===== src/rtl/dda_run_ctrl_if.sv =====
// Command word channel from the SPI word receiver into the DDA run controller.
interface dda_run_ctrl_if;
  logic        cmd_valid;
  logic [31:0] cmd_word;   // {opcode[31:28], arg[27:16], data[15:0]}
  logic        cmd_ready;

  modport master (output cmd_valid, output cmd_word, input  cmd_ready);
  modport slave  (input  cmd_valid, input  cmd_word, output cmd_ready);
endinterface


===== src/rtl/dda_run_ctrl.sv =====
// Run controller for the posit Van der Pol DDA: holds mu/icx/icy, issues
// load and rate-divided step pulses, and snapshots x/y for read-back.
module dda_run_ctrl #(
  parameter int unsigned N     = 16,
  parameter int unsigned CNT_W = 12,
  parameter int unsigned DIV_W = 16
) (
  input  logic                 clk,
  input  logic                 rst_n,
  dda_run_ctrl_if.slave        cmd,
  input  logic [N-1:0]         x,
  input  logic [N-1:0]         y,
  output logic [N-1:0]         mu,
  output logic [N-1:0]         icx,
  output logic [N-1:0]         icy,
  output logic                 dda_load,
  output logic                 dda_step,
  output logic [N-1:0]         x_snap,
  output logic [N-1:0]         y_snap,
  output logic                 busy,
  output logic                 done,
  output logic [CNT_W-1:0]     steps_left
);

  localparam logic [N-1:0] PARAM_RST = N'(16'h3000);

  localparam logic [3:0] OP_WR_MU  = 4'h1;
  localparam logic [3:0] OP_WR_ICX = 4'h2;
  localparam logic [3:0] OP_WR_ICY = 4'h3;
  localparam logic [3:0] OP_LOAD   = 4'h4;
  localparam logic [3:0] OP_RUN    = 4'h5;
  localparam logic [3:0] OP_STOP   = 4'h6;
  localparam logic [3:0] OP_WR_DIV = 4'h7;
  localparam logic [3:0] OP_SNAP   = 4'h8;

  typedef enum logic [1:0] {
    ST_IDLE    = 2'd0,
    ST_LOADING = 2'd1,
    ST_RUN     = 2'd2
  } state_t;

  state_t            r_state;
  logic [DIV_W-1:0]  r_presc;
  logic [DIV_W-1:0]  r_div;
  logic [CNT_W-1:0]  r_left;
  logic [N-1:0]      r_mu;
  logic [N-1:0]      r_icx;
  logic [N-1:0]      r_icy;
  logic [N-1:0]      r_x_snap;
  logic [N-1:0]      r_y_snap;
  logic              r_load;
  logic              r_step;
  logic              r_busy;
  logic              r_done;
  logic              r_ready;

  logic              w_accept;
  logic [3:0]        w_op;
  logic [11:0]       w_arg;
  logic [15:0]       w_data;
  logic              w_last;
  state_t            w_state_n;
  logic [DIV_W-1:0]  w_presc_n;
  logic [DIV_W-1:0]  w_div_n;
  logic [CNT_W-1:0]  w_left_n;
  logic              w_done_n;
  logic              w_snap_n;

  // Command field decode and handshake.
  assign w_accept = cmd.cmd_valid && r_ready;
  assign w_op     = cmd.cmd_word[31:28];
  assign w_arg    = cmd.cmd_word[27:16];
  assign w_data   = cmd.cmd_word[15:0];

  // The step pulsing this cycle is the final one of a bounded run.
  assign w_last = (r_state == ST_RUN) && r_step && (r_left == CNT_W'(1));

  // Next-state, prescaler and step-count update; completion beats STOP,
  // while a fresh RUN restarts the run even on its final step.
  always_comb begin
    w_state_n = r_state;
    w_presc_n = r_presc;
    w_div_n   = r_div;
    w_left_n  = r_left;
    w_done_n  = 1'b0;

    case (r_state)
      ST_LOADING: w_state_n = ST_IDLE;
      ST_RUN: begin
        if (r_step) begin
          w_presc_n = '0;
          if (r_left != '0) begin
            w_left_n = r_left - CNT_W'(1);
          end
        end else begin
          w_presc_n = r_presc + DIV_W'(1);
        end
        if (w_last) begin
          w_state_n = ST_IDLE;
          w_done_n  = 1'b1;
        end
      end
      default: ;
    endcase

    if (w_accept) begin
      case (w_op)
        OP_WR_DIV: w_div_n = DIV_W'(w_data);
        OP_LOAD: begin
          if (r_state == ST_IDLE) begin
            w_state_n = ST_LOADING;
          end
        end
        OP_RUN: begin
          w_state_n = ST_RUN;
          w_presc_n = '0;
          w_left_n  = CNT_W'(w_arg);
          w_done_n  = 1'b0;
        end
        OP_STOP: begin
          if ((r_state == ST_RUN) && !w_last) begin
            w_state_n = ST_IDLE;
            w_presc_n = '0;
            w_left_n  = '0;
          end
        end
        default: ;
      endcase
    end

    w_snap_n = w_done_n || (w_accept && (w_op == OP_SNAP));
  end

  // State, parameter registers and registered outputs.
  always_ff @(posedge clk) begin
    if (!rst_n) begin
      r_state  <= ST_IDLE;
      r_presc  <= '0;
      r_div    <= '0;
      r_left   <= '0;
      r_mu     <= PARAM_RST;
      r_icx    <= PARAM_RST;
      r_icy    <= PARAM_RST;
      r_x_snap <= '0;
      r_y_snap <= '0;
      r_load   <= 1'b0;
      r_step   <= 1'b0;
      r_busy   <= 1'b0;
      r_done   <= 1'b0;
      r_ready  <= 1'b1;
    end else begin
      r_state <= w_state_n;
      r_presc <= w_presc_n;
      r_div   <= w_div_n;
      r_left  <= w_left_n;
      r_load  <= (w_state_n == ST_LOADING);
      r_ready <= (w_state_n != ST_LOADING);
      r_busy  <= (w_state_n == ST_RUN);
      r_step  <= (w_state_n == ST_RUN) && (w_presc_n == w_div_n);
      r_done  <= w_done_n;

      if (w_accept && (w_op == OP_WR_MU)) begin
        r_mu <= N'(w_data);
      end
      if (w_accept && (w_op == OP_WR_ICX)) begin
        r_icx <= N'(w_data);
      end
      if (w_accept && (w_op == OP_WR_ICY)) begin
        r_icy <= N'(w_data);
      end
      if (w_snap_n) begin
        r_x_snap <= x;
        r_y_snap <= y;
      end
    end
  end

  assign cmd.cmd_ready = r_ready;
  assign mu            = r_mu;
  assign icx           = r_icx;
  assign icy           = r_icy;
  assign dda_load      = r_load;
  assign dda_step      = r_step;
  assign x_snap        = r_x_snap;
  assign y_snap        = r_y_snap;
  assign busy          = r_busy;
  assign done          = r_done;
  assign steps_left    = r_left;

endmodule


===== src/flat_wrapper.sv =====
// flat-port wrapper written by rule: the top's interface ports become plain ports
module dda_run_ctrl_flat 
#(
  parameter int unsigned N     = 16,
  parameter int unsigned CNT_W = 12,
  parameter int unsigned DIV_W = 16
)
  (clk, rst_n, x, y, mu, icx, icy, dda_load, dda_step, x_snap, y_snap, busy, done, steps_left, cmd_cmd_valid, cmd_cmd_word, cmd_cmd_ready);
  dda_run_ctrl_if cmd_i ();
  input  logic clk;
  input  logic rst_n;
  input  logic [N-1:0] x;
  input  logic [N-1:0] y;
  output logic [N-1:0] mu;
  output logic [N-1:0] icx;
  output logic [N-1:0] icy;
  output logic dda_load;
  output logic dda_step;
  output logic [N-1:0] x_snap;
  output logic [N-1:0] y_snap;
  output logic busy;
  output logic done;
  output logic [CNT_W-1:0] steps_left;
  input wire logic [$bits(cmd_i.cmd_valid)-1:0] cmd_cmd_valid;
  input wire logic [$bits(cmd_i.cmd_word)-1:0] cmd_cmd_word;
  output wire logic [$bits(cmd_i.cmd_ready)-1:0] cmd_cmd_ready;
  assign cmd_i.cmd_valid = cmd_cmd_valid;
  assign cmd_i.cmd_word = cmd_cmd_word;
  assign cmd_cmd_ready = cmd_i.cmd_ready;
  dda_run_ctrl #(.N(N), .CNT_W(CNT_W), .DIV_W(DIV_W)) u_core (.clk(clk), .rst_n(rst_n), .cmd(cmd_i), .x(x), .y(y), .mu(mu), .icx(icx), .icy(icy), .dda_load(dda_load), .dda_step(dda_step), .x_snap(x_snap), .y_snap(y_snap), .busy(busy), .done(done), .steps_left(steps_left));
endmodule

===== config.mk =====
export PLATFORM = sky130hd
export DESIGN_NAME = dda_run_ctrl_flat
export DESIGN_NICKNAME = d
export VERILOG_FILES = /design/src/rtl/dda_run_ctrl_if.sv /design/src/rtl/dda_run_ctrl.sv /design/src/flat_wrapper.sv
export SDC_FILE = /design/constraint.sdc
export NUM_CORES = 1
export LEC_CHECK = 0
export ABC_CLOCK_PERIOD_IN_PS = 4900
export BUFFER_PORTS_ARGS = -buffer_cell sky130_fd_sc_hd__buf_2
export CAP_MARGIN = 20
export CORE_MARGIN = 2
export CORE_UTILIZATION = 30
export CTS_BUF_LIST = sky130_fd_sc_hd__clkbuf_4
export DETAILED_ROUTE_END_ITERATION = 7
export GPL_TIMING_DRIVEN = 0
export PLACE_DENSITY = 0.52
export SLEW_MARGIN = 20
export SYNTH_ARGS = -nofsm -noshare
export SYNTH_HDL_FRONTEND = slang
export SYNTH_SLANG_ARGS = --single-unit

===== constraint.sdc =====
create_clock -name clk -period 4.9 [get_ports clk]
set_input_delay 0.735 -clock clk [delete_from_list [all_inputs] [get_ports clk]]
set_output_delay 0.735 -clock clk [all_outputs]
set_load 0.02 [all_outputs]

==> results of run 1 <==
-- worst max-delay path, delay by kind of cell, from the launching register on --
kind            cells  cell delay [ns]
compound gates      5             1.37
simple gates        2             0.42
buf+inv             2             0.44
flops               1             0.33
fa+ha+maj           1             0.33
-- registers in the layout, summed over array words and instances (netlist names) --
signal,flops
u_core.x_snap,16
u_core.icx,16
u_core.r_state,2
u_core.r_presc,16
u_core.dda_load,1
u_core.dda_step,1
u_core.icy,16
u_core.r_div,16
u_core.mu,16
u_core.cmd.cmd_ready,1
u_core.busy,1
u_core.steps_left,12
u_core.done,1
u_core.y_snap,16
-- power by group through the flow --
stage,combinational (mW),sequential [mW],clock [mW]
after floorplan,0.0745,1.12,0
after global placement,0.159,1.11,0
after detailed placement,0.159,1.11,0
after CTS,0.159,1.09,0.704
after global routing,0.174,1.09,0.749
final,0.158,1.08,0.670
-- synth_stat cells (all sizes together), types with 2 or more instances --
library cell / n
nor3: 12
nand4: 5
nor4: 16
a31oi: 2
or3: 4
a21o: 2
a21boi: 44
nand3b: 2
nand3: 18
o21ai: 13
nor2: 33
o21a: 2
o41ai: 2
nand4b: 2
a21oi: 10
a22oi: 9
mux2i: 50
a211oi: 2
xnor2: 17
nand2: 117
and2: 11
xor2: 10
inv: 6
o31ai: 2
ha: 7
nor2b: 59
or4: 4
clkbuf: 24
nor4bb: 2
and4: 4
dfxtp: 131
nand2b: 5
buf: 9
and3: 2
-- cell type report --
class	instances	area share, %
Clock buffer	18	1.85
Buffer	33	2.02
Inverter	6	0.308
Timing Repair Buffer	161	11.0
Multi-Input combinational cell	483	42.8
Tap cell	265	4.54
Sequential cell	131	35.9
Clock inverter	14	1.56
-- metal layers --
metal	up-vias	global-route usage (%)
met5	-	0
met4	0	3.63
met3	13	4.83
met2	140	24.6
met1	2365	20.5
li1	2612	-
-- kinds of logic after synthesis --
kind of cell,count (synthesis)
mux,50
flops,131
simple gates,302
fa+ha+maj,7
xor+xnor,28
compound gates,96
buf+inv,39
-- stage by stage --
step	utilization (%)	hold slack, ns	total power [mW]	worst slack [ns]
after CTS	37.6	0.379	1.95	1.86
after global placement	36.3	0.448	1.27	1.54
after floorplan	-	0.486	1.20	2.23
final	37.7	0.436	1.91	1.89
after detailed placement	36.3	0.452	1.27	1.57
after global routing	37.7	0.404	2.01	1.65
-- how the worst max path moves through the flow --
stage	from	to	slack [ns]	cells after the start
after detailed placement	cmd_cmd_word[31]	u_core.x_snap[6]$_SDFFE_PN0P_	1.57	9
after floorplan	cmd_cmd_word[29]	u_core.dda_step$_SDFF_PN0_	2.23	9
final	u_core.r_state[0]$_SDFF_PN0_	u_core.dda_step$_SDFF_PN0_	1.89	10
after global placement	cmd_cmd_word[29]	u_core.dda_step$_SDFF_PN0_	1.54	9
after global routing	u_core.r_state[1]$_SDFF_PN0_	u_core.dda_step$_SDFF_PN0_	1.65	9
after CTS	u_core.r_state[0]$_SDFF_PN0_	u_core.dda_step$_SDFF_PN0_	1.86	10
==> flow_metrics.py, run 1 <==
metrics = {
    "grt": {
        "grt_pass1_wl_um": 25100,
        "grt_pass1_vias": 4798,
        "grt_util_all_layers_pct": 15.5,
        "antenna_found_initial": 0,
        "gr-total-overflow": 0,
        "grt_start_max_net_pins": 17,
    },
    "yosys": {
        "synth_seq_area_share_pct": 44.4,
        "synth.net_count": 727,
        "synth_top_family_by_area": "simple AND/OR/NAND/NOR gates",
        "yosys-mux-area-fraction_pct": 8.47,
        "synth-main-ff-cell": "dfxtp_1",
        "synth_seq_cells": 131,
        "avgSynthCellArea_sq_um": 9.05,
        "yosys-top-cells-area": "dfxtp_1, mux2i_1, nand2_1",
        "ys_async_sr_fraction_pct": 0,
        "yosysUniqueCellTypes": 58,
        "synth_compound_area_share_pct": 11.7,
        "synth_edf_count": 0,
        "synthAdderAreaFrac_pct": 1.48,
        "synth_xor_area_share_pct": 4.38,
        "syn_area_sq_um": 5910,
        "yosysTopAreaCellShare_pct": 44.4,
        "yosys.area.top_type": "dfxtp_1",
        "synthCells": 653,
        "yosysWarnings": 0,
        "yosys.area_share.simple_pct": 26.7,
    },
    "drt": {
        "met1_length_um": 7570,
        "wl_per_cell_um": 14.5,
        "wirelength_um": 16100,
        "viasPerCell": 4.62,
        "wl_met3_um": 981,
        "via_count": 5130,
        "drc": 0,
        "ant_nets": 0,
        "topRoutingLayerUsed": "met4",
        "wl_met2_um": 7410,
        "firstDrtPassIters": 4,
        "dr.first_iter.drc_count": 179,
    },
    "placement": {
        "placedCellCount": 1079,
        "placed_area_sq_um": 7040,
        "place.gp.congestion": 0.788,
        "portBuffers": 161,
        "dpl.hpwl_um": 12300,
    },
    "floorplan": {
        "fp.dieH_um": 144,
        "rows": 51,
        "die_area_sq_um": 20800,
        "core_area_sq_um": 19400,
        "io_pins": 164,
        "dieWidth_um": 144,
        "initial_core_util_pct": 30.5,
    },
    "cells_and_area": {
        "fin_area_sq_um": 7310,
        "diodes": 0,
        "final_cell_mix": "buf_2, dfxtp_1, nand2_1, nor2b_1, mux2i_1",
        "area_delta_synth_final_pct": 23.7,
        "drive_gt1_share_pct": 25.3,
        "final_common_cell": "buf_2",
        "fillers": 2086,
        "final_cells": 1111,
        "regArea_sq_um": 2620,
        "multiInputGateArea_sq_um": 3130,
        "fin_nets": 907,
    },
    "timing": {
        "tightest_slew_ns": 1.09,
        "post-route-period-util_pct": 61.3,
        "fin_skew_ns": 0.0139,
        "setup_viol": 0,
        "drv_slew": 0,
        "hold_viol": 0,
        "fin_crit_ns": 3.01,
        "max_freq_mhz": 333,
        "slew_headroom_pct": 26.5,
        "tns_ns": 0,
        "rsz0062_at_grt": "false",
    },
    "clock_tree": {
        "cts_buffers": 17,
        "cts_tree": "yes",
        "clock_latency_ns": 0.53,
        "clock_path_buffers": 2,
        "cts.sinks": 131,
        "h-tree-depth": 4,
        "cts_root_buf": "clkbuf_4",
        "clk_pin_slew_ns": 0.12,
        "cts.repair.resized": 0,
        "cts_hold_buf": 0,
        "cts_setup_buffers": 0,
    },
    "setup_path": {
        "cp-start-kind": "flip-flop",
        "r2r_start": "u_core.r_state[0]$_SDFF_PN0_",
        "regToRegSetupSlack_ns": 1.89,
        "r2r_cells": 10,
        "cp.arrival_ns": 3.42,
        "path_class": "reg2reg",
        "crit_fanout": 10,
        "end_kind": "flip-flop",
        "crit_chain": "inv_1, ha_1, nand3b_1, a21oi_2, nand2b_1, clkbuf_1, o21ai_0, a221oi_2, o311ai_1, a2111oi_2",
        "cp.required_ns": 5.31,
        "cp_slowest_cell": "a21oi_2",
        "r2r_end": "u_core.dda_step$_SDFF_PN0_",
        "slowest_delay_ns": 0.39,
    },
    "power": {
        "p_switching_mw": 0.518,
        "p_leak_nw": 3.11,
        "clkPwrFrac_pct": 35.0,
        "switching_share_pct": 27.0,
        "seq_power_share_pct": 56.7,
        "p_int_mw": 1.40,
        "p_per_area_nw_per_um2": 262,
        "pwr-share-comb_pct": 8.3,
        "vdd_ir_drop_max_v": 0.000105,
    },
    "worst_hold_path": {
        "min-delay-start": "cmd_cmd_word[22]",
        "worstHoldPathType": "in2reg",
        "min_to": "u_core.steps_left[6]$_SDFF_PN0_",
        "hold_path_depth": 3,
    },
    "run": {
        "maxCapViolCount": 0,
    },
    "outcome": {
        "status": "completed",
    },
}
(Power assumes the default switching activity.)
==> run 2: changes to the inputs <==
--- a/config.mk
+++ b/config.mk
@@ -5,7 +5,7 @@
 export SDC_FILE = /design/constraint.sdc
 export NUM_CORES = 1
 export LEC_CHECK = 0
-export ABC_CLOCK_PERIOD_IN_PS = 4900
+export ABC_CLOCK_PERIOD_IN_PS = 3100
 export BUFFER_PORTS_ARGS = -buffer_cell sky130_fd_sc_hd__buf_2
 export CAP_MARGIN = 20
 export CORE_MARGIN = 2
==> constraint.sdc (replaced) <==
create_clock -name clk -period 3.1 [get_ports clk]
set_input_delay 0.465 -clock clk [delete_from_list [all_inputs] [get_ports clk]]
set_output_delay 0.465 -clock clk [all_outputs]
set_load 0.02 [all_outputs]
==> flow_metrics.py, run 2 (synthesis results as in run 1) <==
metrics = {
    "outcome": {
        "status": "completed",
    },
    "grt": {
        "grt_pass1_wl_um": 25100,
        "grt_pass1_vias": 4798,
        "grt_util_all_layers_pct": 15.5,
        "gr-total-overflow": 0,
        "antenna_found_initial": 0,
        "grt_start_max_net_pins": 17,
    },
    "setup_path": {
        "end_kind": "flip-flop",
        "cp.required_ns": 3.54,
        "r2r_start": "u_core.cmd.cmd_ready$_SDFF_PN1_",
        "cp-start-kind": "flip-flop",
        "crit_start": "u_core.cmd.cmd_ready$_SDFF_PN1_",
        "crit_fanout": 10,
        "cp.arrival_ns": 3.22,
        "path_class": "reg2reg",
    },
    "drt": {
        "drc": 0,
        "firstDrtPassIters": 4,
        "viasPerCell": 4.63,
        "dr.first_iter.drc_count": 206,
        "via_count": 5141,
        "wl_per_cell_um": 14.5,
        "ant_nets": 0,
        "wirelength_um": 16200,
    },
    "clock_tree": {
        "clk_pin_slew_ns": 0.13,
        "cts_root_buf": "clkbuf_4",
        "clock_path_buffers": 2,
        "cts_tree": "yes",
        "cts_buffers": 17,
        "clock_latency_ns": 0.53,
        "cts.sinks": 131,
        "h-tree-depth": 4,
        "cts_setup_buffers": 0,
    },
    "timing": {
        "hold_viol": 0,
        "rsz0062_at_grt": "false",
        "fin_crit_ns": 2.78,
        "fin_skew_ns": 0.0139,
        "drv_slew": 0,
        "setup_viol": 0,
        "post-route-period-util_pct": 89.6,
        "setup_ws_ns": 0.323,
        "tightest_slew_ns": 1.10,
        "tns_ns": 0,
        "slew_headroom_pct": 26.1,
        "max_freq_mhz": 360,
    },
    "floorplan": {
        "dieWidth_um": 144,
        "die_area_sq_um": 20800,
        "io_pins": 164,
        "core_area_sq_um": 19400,
        "initial_core_util_pct": 30.5,
        "rows": 51,
        "fp.dieH_um": 144,
    },
    "worst_hold_path": {
        "min-delay-start": "cmd_cmd_word[22]",
        "worstHoldPathType": "in2reg",
    },
    "power": {
        "p_leak_nw": 3.11,
        "vdd_ir_drop_max_v": 0.000166,
        "total_power_mw": 3.03,
        "p_per_area_nw_per_um2": 413,
    },
    "placement": {
        "place.gp.congestion": 0.788,
        "portBuffers": 161,
        "dp_slack_ns": 0.0438,
        "dpl.hpwl_um": 12300,
    },
    "cells_and_area": {
        "final_cell_mix": "buf_2, dfxtp_1, nand2_1, nor2b_1, mux2i_1",
        "utilization_pct": 37.8,
        "final_common_cell": "buf_2",
        "fin_nets": 907,
        "fillers": 2086,
        "area_delta_synth_final_pct": 24.0,
        "diodes": 0,
        "drive_gt1_share_pct": 25.8,
    },
    "run": {
        "maxCapViolCount": 0,
    },
}
-- run 2: timing repair --
action | 4_1_cts | 5_1_grt
resized for setup | 0 | 5
endpoints found under the setup margin | 0 | 3
hold buffers | 0 | 0
hold endpoints to repair | 0 | 0
-- run 2: final timing paths --
check                                     to  slack (ns)  cells past startpoint
max           u_core.x_snap[14]$_SDFFE_PN0P_        0.32                      8
min          u_core.steps_left[6]$_SDFF_PN0_        0.17                      3
max reg2reg   u_core.x_snap[14]$_SDFFE_PN0P_        0.32                      8
min reg2reg      u_core.icx[14]$_SDFFE_PN0P_        0.47                      2
-- run 2: metal layers --
metal | GRT usage, % | up-vias | share of wire (%)
met2 | 24.6 | 146 | 46
met1 | 20.5 | 2369 | 46
li1 | - | 2613 | -
met3 | 4.83 | 13 | 6.5
met5 | 0 | - | 0
met4 | 3.63 | 0 | 0.86
-- run 2: area by class of cell --
cell class / instances / area, sq um / area share (%)
well taps: 265 / 332 / 4.53
multi-input cells: 483 / 3140 / 42.9
plain buffers: 33 / 149 / 2.03
flip-flops and latches: 131 / 2620 / 35.8
repair buffers: 161 / 806 / 11.0
clock inverters: 14 / 114 / 1.55
inverters: 6 / 22.5 / 0.308
clock buffers: 18 / 135 / 1.85
-- run 2: worst max-delay path: stages, from the launching register on --
cell and delay, ns:
dfxtp_1 0.41, nand4b_4 0.20, nor2_1 0.49, nor4b_1 0.10
and3_1 0.28, a31oi_1 0.50, buf_2 0.41, mux2i_1 0.24
nor2b_1 0.06
-- run 2: report_power, final --
group	internal [mW]	switching, mW	leakage, nW
combinational	0.104	0.146	1.92
clock	0.400	0.660	0.129
sequential	1.70	0.0121	1.06
-- run 2: stage by stage --
stage | instance area [sq um] | hold WS (ns) | std cells
final | 7320 | 0.169 | 1111
after global routing | 7320 | 0.134 | 1111
after CTS | 7290 | 0.109 | 1111
after detailed placement | 7040 | 0.452 | 1079
after global placement | 7040 | 0.448 | 1079
after floorplan | 5910 | 0.486 | 653
==> run 3: changes to the inputs <==
--- a/config.mk
+++ b/config.mk
@@ -8,12 +8,14 @@
 export ABC_CLOCK_PERIOD_IN_PS = 3100
 export BUFFER_PORTS_ARGS = -buffer_cell sky130_fd_sc_hd__buf_2
 export CAP_MARGIN = 20
+export CELL_PAD_IN_SITES_DETAIL_PLACEMENT = 0
+export CELL_PAD_IN_SITES_GLOBAL_PLACEMENT = 1
 export CORE_MARGIN = 2
-export CORE_UTILIZATION = 30
+export CORE_UTILIZATION = 40
 export CTS_BUF_LIST = sky130_fd_sc_hd__clkbuf_4
 export DETAILED_ROUTE_END_ITERATION = 7
 export GPL_TIMING_DRIVEN = 0
-export PLACE_DENSITY = 0.52
+export PLACE_DENSITY = 0.83
 export SLEW_MARGIN = 20
 export SYNTH_ARGS = -nofsm -noshare
 export SYNTH_HDL_FRONTEND = slang
==> flow_metrics.py, run 3 (synthesis results as in run 1) <==
metrics = {
    "outcome": {
        "status": "completed",
    },
    "grt": {
        "grt_start_max_net_pins": 17,
        "grt_pass1_wl_um": 24400,
        "met3_usage_pct": 5.39,
        "busiest_layer": "met2",
        "gr-usage-met2_pct": 32.0,
        "gr-total-overflow": 0,
        "grt_util_all_layers_pct": 19.3,
        "antenna_found_initial": 0,
        "grt_pass1_vias": 4925,
        "grt_use_met1_pct": 24.4,
    },
    "clock_tree": {
        "cts_tree": "yes",
        "cts_hold_buf": 0,
        "clock_latency_ns": 0.54,
        "h-tree-depth": 4,
        "clk_pin_slew_ns": 0.11,
        "cts.sinks": 131,
        "clock_path_buffers": 2,
        "cts_root_buf": "clkbuf_4",
        "cts_buffers": 17,
    },
    "floorplan": {
        "initial_core_util_pct": 40.8,
        "dieWidth_um": 126,
        "io_pins": 164,
        "rows": 44,
        "core_area_sq_um": 14500,
        "die_area_sq_um": 15800,
        "fp.dieH_um": 126,
    },
    "setup_path": {
        "cp.arrival_ns": 3.27,
        "path_class": "reg2reg",
        "r2r_cells": 9,
        "end_kind": "flip-flop",
        "r2r_start": "u_core.r_state[1]$_SDFF_PN0_",
        "cp.required_ns": 3.53,
        "crit_start": "u_core.r_state[1]$_SDFF_PN0_",
        "cp-start-kind": "flip-flop",
        "crit_fanout": 10,
    },
    "timing": {
        "tns_ns": 0,
        "post-route-period-util_pct": 91.8,
        "fin_crit_ns": 2.85,
        "fin_skew_ns": 0.0154,
        "setup_viol": 0,
        "slew_headroom_pct": 33.2,
        "whs_ns": 0.146,
        "drv_slew": 0,
        "tightest_slew_ns": 0.993,
        "max_freq_mhz": 351,
        "rsz0062_at_grt": "false",
        "setup_ws_ns": 0.253,
        "hold_viol": 0,
    },
    "drt": {
        "viasPerCell": 5.01,
        "firstDrtPassIters": 5,
        "wl_per_cell_um": 15.0,
        "drc": 0,
        "dr.first_iter.drc_count": 278,
        "wirelength_um": 15400,
        "via_count": 5158,
        "ant_nets": 0,
    },
    "placement": {
        "placedCellCount": 998,
        "dp_slack_ns": 0.0797,
        "dpl.hpwl_um": 11900,
        "portBuffers": 161,
        "place.gp.congestion": 0.842,
    },
    "run": {
        "maxCapViolCount": 0,
    },
    "worst_hold_path": {
        "worstHoldPathType": "in2reg",
        "hold_path_depth": 3,
        "min-delay-start": "cmd_cmd_word[22]",
    },
    "power": {
        "p_per_area_nw_per_um2": 427,
        "p_leak_nw": 3.13,
        "vdd_ir_drop_max_v": 0.000224,
    },
    "cells_and_area": {
        "diodes": 0,
        "utilization_pct": 50.0,
        "fin_nets": 907,
        "area_delta_synth_final_pct": 22.5,
        "final_cell_mix": "buf_2, dfxtp_1, nand2_1, nor2b_1, mux2i_1",
        "final_common_cell": "buf_2",
        "fillers": 1422,
        "final_cells": 1030,
        "drive_gt1_share_pct": 25.5,
    },
}
[run 3: report_power, final]
group	internal [mW]	switching, mW
sequential	1.70	0.0126
clock	0.505	0.620
combinational	0.104	0.143
total	2.31	0.775
[run 3: routing by layer]
layer	up-vias	wire length [um]
li1	2617	-
met1	2373	7140
met2	153	7110
met3	15	933
met4	0	225
met5	-	0
[run 3: layout make-up]
class                   count  area, sq um  share of cell area [%]
multi-input cells         483         3130                    43.3
flip-flops and latches    131         2620                    36.3
repair buffers            161          806                    11.1
well taps                 184          230                    3.18
clock buffers              21          158                    2.18
plain buffers              33          149                    2.06
clock inverters            11          113                    1.56
inverters                   6         22.5                   0.311
[run 3: final timing paths]
kind                                     end  slack (ns)
max               u_core.dda_step$_SDFF_PN0_        0.25
min          u_core.steps_left[6]$_SDFF_PN0_        0.15
max reg2reg       u_core.dda_step$_SDFF_PN0_        0.25
min reg2reg      u_core.icx[14]$_SDFFE_PN0P_        0.47
[run 3: worst max-delay path, stage by stage (launching register included)]
cell,delay (ns)
dfxtp_1,0.40
ha_1,0.35
buf_2,0.32
nand3_1,0.10
nor4_1,0.27
xnor2_1,0.16
or3_1,0.35
a221oi_2,0.27
o311ai_1,0.18
a2111oi_2,0.35
[run 3: per-stage QoR]
step | power, mW | cell area (sq um)
2_1_floorplan | 1.89 | 5910
4_1_cts | 3.12 | 7210
3_5_place_dp | 2.00 | 6940
5_1_grt | 3.22 | 7230
6_report | 3.09 | 7230
3_3_place_gp | 2.00 | 6940
[run 3: repair_timing]
item,4_1_cts,5_1_grt
setup endpoints to repair,0,3
resized for setup,0,3
setup buffers,0,0
